--- config.mk ---
export PLATFORM = sky130hd
export DESIGN_NAME = pool_mc
export DESIGN_NICKNAME = d
export VERILOG_FILES = /design/src/rtl/pool_mc.sv
export SDC_FILE = /design/constraint.sdc
export NUM_CORES = 1
export LEC_CHECK = 0
export ABC_AREA = 1
export CORE_AREA = 2 2 145 147
export DETAILED_ROUTE_END_ITERATION = 10
export DIE_AREA = 0 0 147 149
export PLACE_DENSITY = 0.62
export SYNTH_ARGS = -nofsm -noshare
export SYNTH_HDL_FRONTEND = slang
export SYNTH_SLANG_ARGS = --single-unit
--- constraint.sdc ---
create_clock -name clk -period 7.95 [get_ports clk]
set_input_delay 2.385 -clock clk [delete_from_list [all_inputs] [get_ports clk]]
set_output_delay 2.385 -clock clk [all_outputs]
set_load 0.005 [all_outputs]
--- src/rtl/pool_mc.sv ---
// rtl/pool_mc.sv - multi-channel 2x2 stride-2 max/average pooling over raster-scan feature maps
module pool_mc #(
    parameter int DATA_WIDTH   = 16,
    parameter int IMG_WIDTH    = 8,
    parameter int IMG_HEIGHT   = 8,
    parameter int NUM_CHANNELS = 4,
    parameter int CH_W         = (NUM_CHANNELS > 1) ? $clog2(NUM_CHANNELS) : 1
) (
    input  logic                         clk,
    input  logic                         reset,
    input  logic signed [DATA_WIDTH-1:0] din,
    input  logic                         valid_in,
    input  logic                         mode,
    output logic signed [DATA_WIDTH-1:0] pool_dout,
    output logic                         pool_valid_out,
    output logic [CH_W-1:0]              pool_ch,
    output logic                         pool_last_ch,
    output logic                         pool_last,
    output logic                         busy
);

    localparam int OW = IMG_WIDTH / 2;
    localparam int OH = IMG_HEIGHT / 2;
    localparam int CW = $clog2(IMG_WIDTH);
    localparam int RW = $clog2(IMG_HEIGHT);
    localparam int LW = (OW > 1) ? $clog2(OW) : 1;

    localparam logic [CW-1:0]   COL_LAST = CW'(IMG_WIDTH - 1);
    localparam logic [RW-1:0]   ROW_LAST = RW'(IMG_HEIGHT - 1);
    localparam logic [CW-1:0]   COL_USE  = CW'(2 * OW - 1);
    localparam logic [RW-1:0]   ROW_USE  = RW'(2 * OH - 1);
    localparam logic [CH_W-1:0] CH_LAST  = CH_W'(NUM_CHANNELS - 1);

    logic [CW-1:0]                 col;
    logic [RW-1:0]                 row;
    logic [CH_W-1:0]               ch;
    logic                          mode_q;
    logic signed [DATA_WIDTH-1:0]  pair;
    logic signed [DATA_WIDTH:0]    lb [OW];

    logic [LW-1:0]                 lb_idx;
    logic                          in_win;
    logic                          win_done;
    logic                          lb_wr;
    logic signed [DATA_WIDTH:0]    pair_ext;
    logic signed [DATA_WIDTH:0]    din_ext;
    logic signed [DATA_WIDTH:0]    h;
    logic signed [DATA_WIDTH:0]    stored;
    logic signed [DATA_WIDTH+1:0]  sum;
    logic signed [DATA_WIDTH+1:0]  avg;
    logic signed [DATA_WIDTH-1:0]  res;
    logic                          chan_end;
    logic                          layer_end;

    // Dropped odd trailing column/row pixels still advance the counters but never enter a window.
    always_comb begin
        lb_idx    = LW'(col >> 1);
        in_win    = (col <= COL_USE) && (row <= ROW_USE);
        win_done  = valid_in && in_win && col[0] && row[0];
        lb_wr     = valid_in && in_win && col[0] && !row[0];
        pair_ext  = {pair[DATA_WIDTH-1], pair};
        din_ext   = {din[DATA_WIDTH-1], din};
        if (mode_q)
            h = pair_ext + din_ext;
        else
            h = (pair_ext > din_ext) ? pair_ext : din_ext;
        stored    = lb[lb_idx];
        sum       = {stored[DATA_WIDTH], stored} + {h[DATA_WIDTH], h};
        avg       = sum >>> 2;
        if (mode_q)
            res = avg[DATA_WIDTH-1:0];
        else
            res = (stored > h) ? stored[DATA_WIDTH-1:0] : h[DATA_WIDTH-1:0];
        chan_end  = (col == COL_LAST) && (row == ROW_LAST);
        layer_end = chan_end && (ch == CH_LAST);
    end

    always_ff @(posedge clk) begin
        if (lb_wr)
            lb[lb_idx] <= h;
    end

    always_ff @(posedge clk or negedge reset) begin
        if (!reset) begin
            col            <= '0;
            row            <= '0;
            ch             <= '0;
            mode_q         <= 1'b0;
            pair           <= '0;
            pool_dout      <= '0;
            pool_valid_out <= 1'b0;
            pool_ch        <= '0;
            pool_last_ch   <= 1'b0;
            pool_last      <= 1'b0;
            busy           <= 1'b0;
        end else begin
            pool_valid_out <= 1'b0;
            pool_last_ch   <= 1'b0;
            pool_last      <= 1'b0;
            if (valid_in) begin
                if (col == '0 && row == '0)
                    mode_q <= mode;
                if (!col[0])
                    pair <= din;
                if (win_done) begin
                    pool_dout      <= res;
                    pool_valid_out <= 1'b1;
                    pool_ch        <= ch;
                    pool_last_ch   <= (col == COL_USE) && (row == ROW_USE);
                    pool_last      <= (col == COL_USE) && (row == ROW_USE) && (ch == CH_LAST);
                end
                busy <= !layer_end;
                if (col == COL_LAST) begin
                    col <= '0;
                    if (row == ROW_LAST) begin
                        row <= '0;
                        ch  <= (ch == CH_LAST) ? '0 : ch + 1'b1;
                    end else begin
                        row <= row + 1'b1;
                    end
                end else begin
                    col <= col + 1'b1;
                end
            end
        end
    end

endmodule

==> impl_metrics.toml <==
[grt]
gr-total-overflow = 0
grt_antenna_before_repair = 0
grt_pass1_wl_um = 31600
grt_pass1_vias = 6174
grt_max_degree = 48
grt_usage_pct = 18.3

[clock_network]
cts_max_level = 4
clockRootBuffer = "clkbuf_16"
cts_tree = "yes"
cts_buffer_depth = 2
postCtsHoldBufs = 0
path_clk_slew_ns = 0.06
cts_buffers = 17
post_cts_buffers = 0
cts_resized = 0
clk_latency_ns = 0.43
clkSinkCount = 115

[power]
p_sw_share_pct = 48.8
p_comb_share_pct = 60.8
clockPowerShare_pct = 17.6
p_leak_nw = 4.42
power_w = 0.00435
power_frac_seq_pct = 21.6
power_density_mw_per_mm2 = 472
p_int_w = 0.00223
power.switching_w = 0.00213
ir_worst_vdd_uv = 320

[placed_design]
portBuffers = 41
gp_congestion = 0.898
hpwl_um = 14400

[yosys]
synth_area_per_cell_um2 = 8.32
async_flop_share_pct = 40.9
synth_top_area_cell = "edfxtp_1"
netlist_area_mm2 = 0.00797
ys_seq_area_share_pct = 40.4
syn_nets = 1052
synthTopCellsByArea = "edfxtp_1 (26%), dfrtp_1 (15%), ha_1 (11%)"
synth-main-ff-cell = "edfxtp_1"
synth_cells = 958
synth_top_cell_area_share_pct = 25.6
yosysWarnings = 0
synth_edf_count = 68
ys_ff_latch = 115
synth.distinct_cells = 51

[setup_path]
cp.required_ns = 8.31
r2r_slack_ns = 3.34
end_kind = "register"
r2r_cells = 24
cp_slowest_cell = "clkdlybuf4s50_1"
startpoint_type = "input pin"
reg2reg_from = "pair[15]"
critPathMostFrequentCell = "nand2_1"
cpPeakStageDelay_ns = 0.50
critical_path_class = "in -> reg"
r2r_end = "pool_dout[6]"
cp.arrival_ns = 7.09
critPathMaxFanout = 30

[sta]
finalClockSkew_ns = 0.0159
finalSetupTns_ns = 0
slew_viol_final = 0
max_slew_margin_pct = 34.7
max_freq_mhz = 149
fin_hold_ws_ns = 0.482
fin_crit_sh_pct = 84.7
hold_violations = 0
post-route-min-period_ns = 6.73
rsz0062_at_grt = "no"
max_slew.worst_pin.slew_ns = 0.980
setup_viol = 0

[floorplanning]
core_mm2 = 0.0206
fp.dieW_um = 147
die_area_mm2 = 0.0219
boundaryPins = 42
rows = 53
start_util_pct = 38.8
die_h_um = 149

[worst_hold_path]
worstHoldStart = "pool_dout[15]"
hold_class = "reg -> reg"
worst_hold_path.endpoint = "pool_dout[15]"
holdPathStages = 2

[route]
drc = 0
first_pass_iters = 5
viasPerCell = 4.97
ant_nets = 0
drt-total-wl_um = 19400
drt_iter0_drc = 486
vias = 6398
wire_per_inst_um = 15.0

[cells_and_area]
diodes = 0
area_growth_syn_to_layout_pct = 15.9
drive_gt1_share_pct = 10.6
finalNetCount = 1094

[run]
drv_cap = 0

[run_status]
status = "complete, no violations"
-- cell usage after synthesis (all sizes together), types with 13 or more instances --
library cell	number
a221oi	17
buf	16
nand4	26
nand3	70
ha	73
inv	164
edfxtp	68
nand2	206
nor2	51
dfrtp	47
a21boi	15
a21oi	51
o21ai	70
or2	17
nor3	13
-- placed cells by master, fill, tap and decap left out, drive strengths merged, types with 2 or more instances in the layout --
cell / instances
a21o: 5
a21boi: 15
bufinv: 2
ha: 73
xor2: 5
clkinv: 7
o22ai: 2
a21oi: 51
a221oi: 17
a211oi: 2
nand4: 26
a22oi: 2
clkinvlp: 3
nor3: 13
nor4: 2
nand2: 206
inv: 167
clkdlybuf4s50: 40
o21bai: 5
buf: 9
a22o: 10
dfrtp: 47
edfxtp: 68
o21ai: 70
or2: 17
nor2: 51
o31ai: 2
clkbuf: 18
nand3: 70
-- layout make-up --
class	count	area, um2
inverters	165	619
well taps	275	344
clock inverters	14	154
repair buffers	49	465
flip-flops and latches	115	3220
clock buffers	18	439
fillers	2052	11300
multi-input cells	652	3990
-- power by group through the flow --
stage	Sequential [W]	Combinational [W]	Clock, W
after floorplan	0.000919	0.00198	0
after global placement	0.000952	0.00261	0
after detailed placement	0.000953	0.00262	0
after CTS	0.000942	0.00264	0.000783
after global routing	0.000957	0.00300	0.000807
final	0.000942	0.00265	0.000766
-- state kept, by name, summed over array words and instances, names as in the netlist --
name            cells
lb                 68
mode_q              1
row                 3
busy                1
pair               16
pool_ch             2
pool_dout          16
pool_last           1
col                 3
pool_last_ch        1
pool_valid_out      1
ch                  2
-- layer usage --
| layer | share of wire [%] | global-route usage (%) |
|---|---|---|
| met1 | 47 | 24.3 |
| met2 | 48 | 30.8 |
| met3 | 3.6 | 2.84 |
| met4 | 1.4 | 5.91 |
| met5 | 0 | 0 |
-- worst max-delay path, delay by kind of cell --
family	cells	cell delay [ns]
buffers and inverters	6	1.14
adders and majority gates	2	0.85
and+or+nand+nor	15	2.27
AOI/OAI and AO/OA	3	0.43
-- per-stage QoR --
step	instance area [um2]	utilization, %	cells	setup slack [ns]
6_report	9230	44.9	1288	1.22
5_1_grt	9230	44.9	1288	0.789
4_1_cts	9230	44.9	1288	1.22
3_5_place_dp	8640	42.0	1256	0.780
3_3_place_gp	8640	42.0	1256	0.819
2_1_floorplan	7970	-	958	2.38
-- kinds of logic after synthesis --
logic type,after synthesis,synth area share (%)
buffers and inverters,191,9.51
multiplexers,1,0.141
AO/OA/AOI/OAI,185,14.7
adder cells (fa/ha/maj),74,11.7
flip-flops,115,40.4
AND/OR/NAND/NOR,386,22.9
XOR/XNOR,6,0.659
-- worst max-delay path by stage --
stage / from / endpoint / cells after the start
6_report: din[15] / pool_dout[6] / 26
5_1_grt: din[13] / pool_dout[1] / 26
4_1_cts: din[15] / pool_dout[12] / 26
3_5_place_dp: din[15] / pool_dout[12] / 26
3_3_place_gp: din[15] / pool_dout[12] / 26
2_1_floorplan: din[0] / pool_dout[13] / 26
Note: power is estimated with default switching activity, not from simulation.
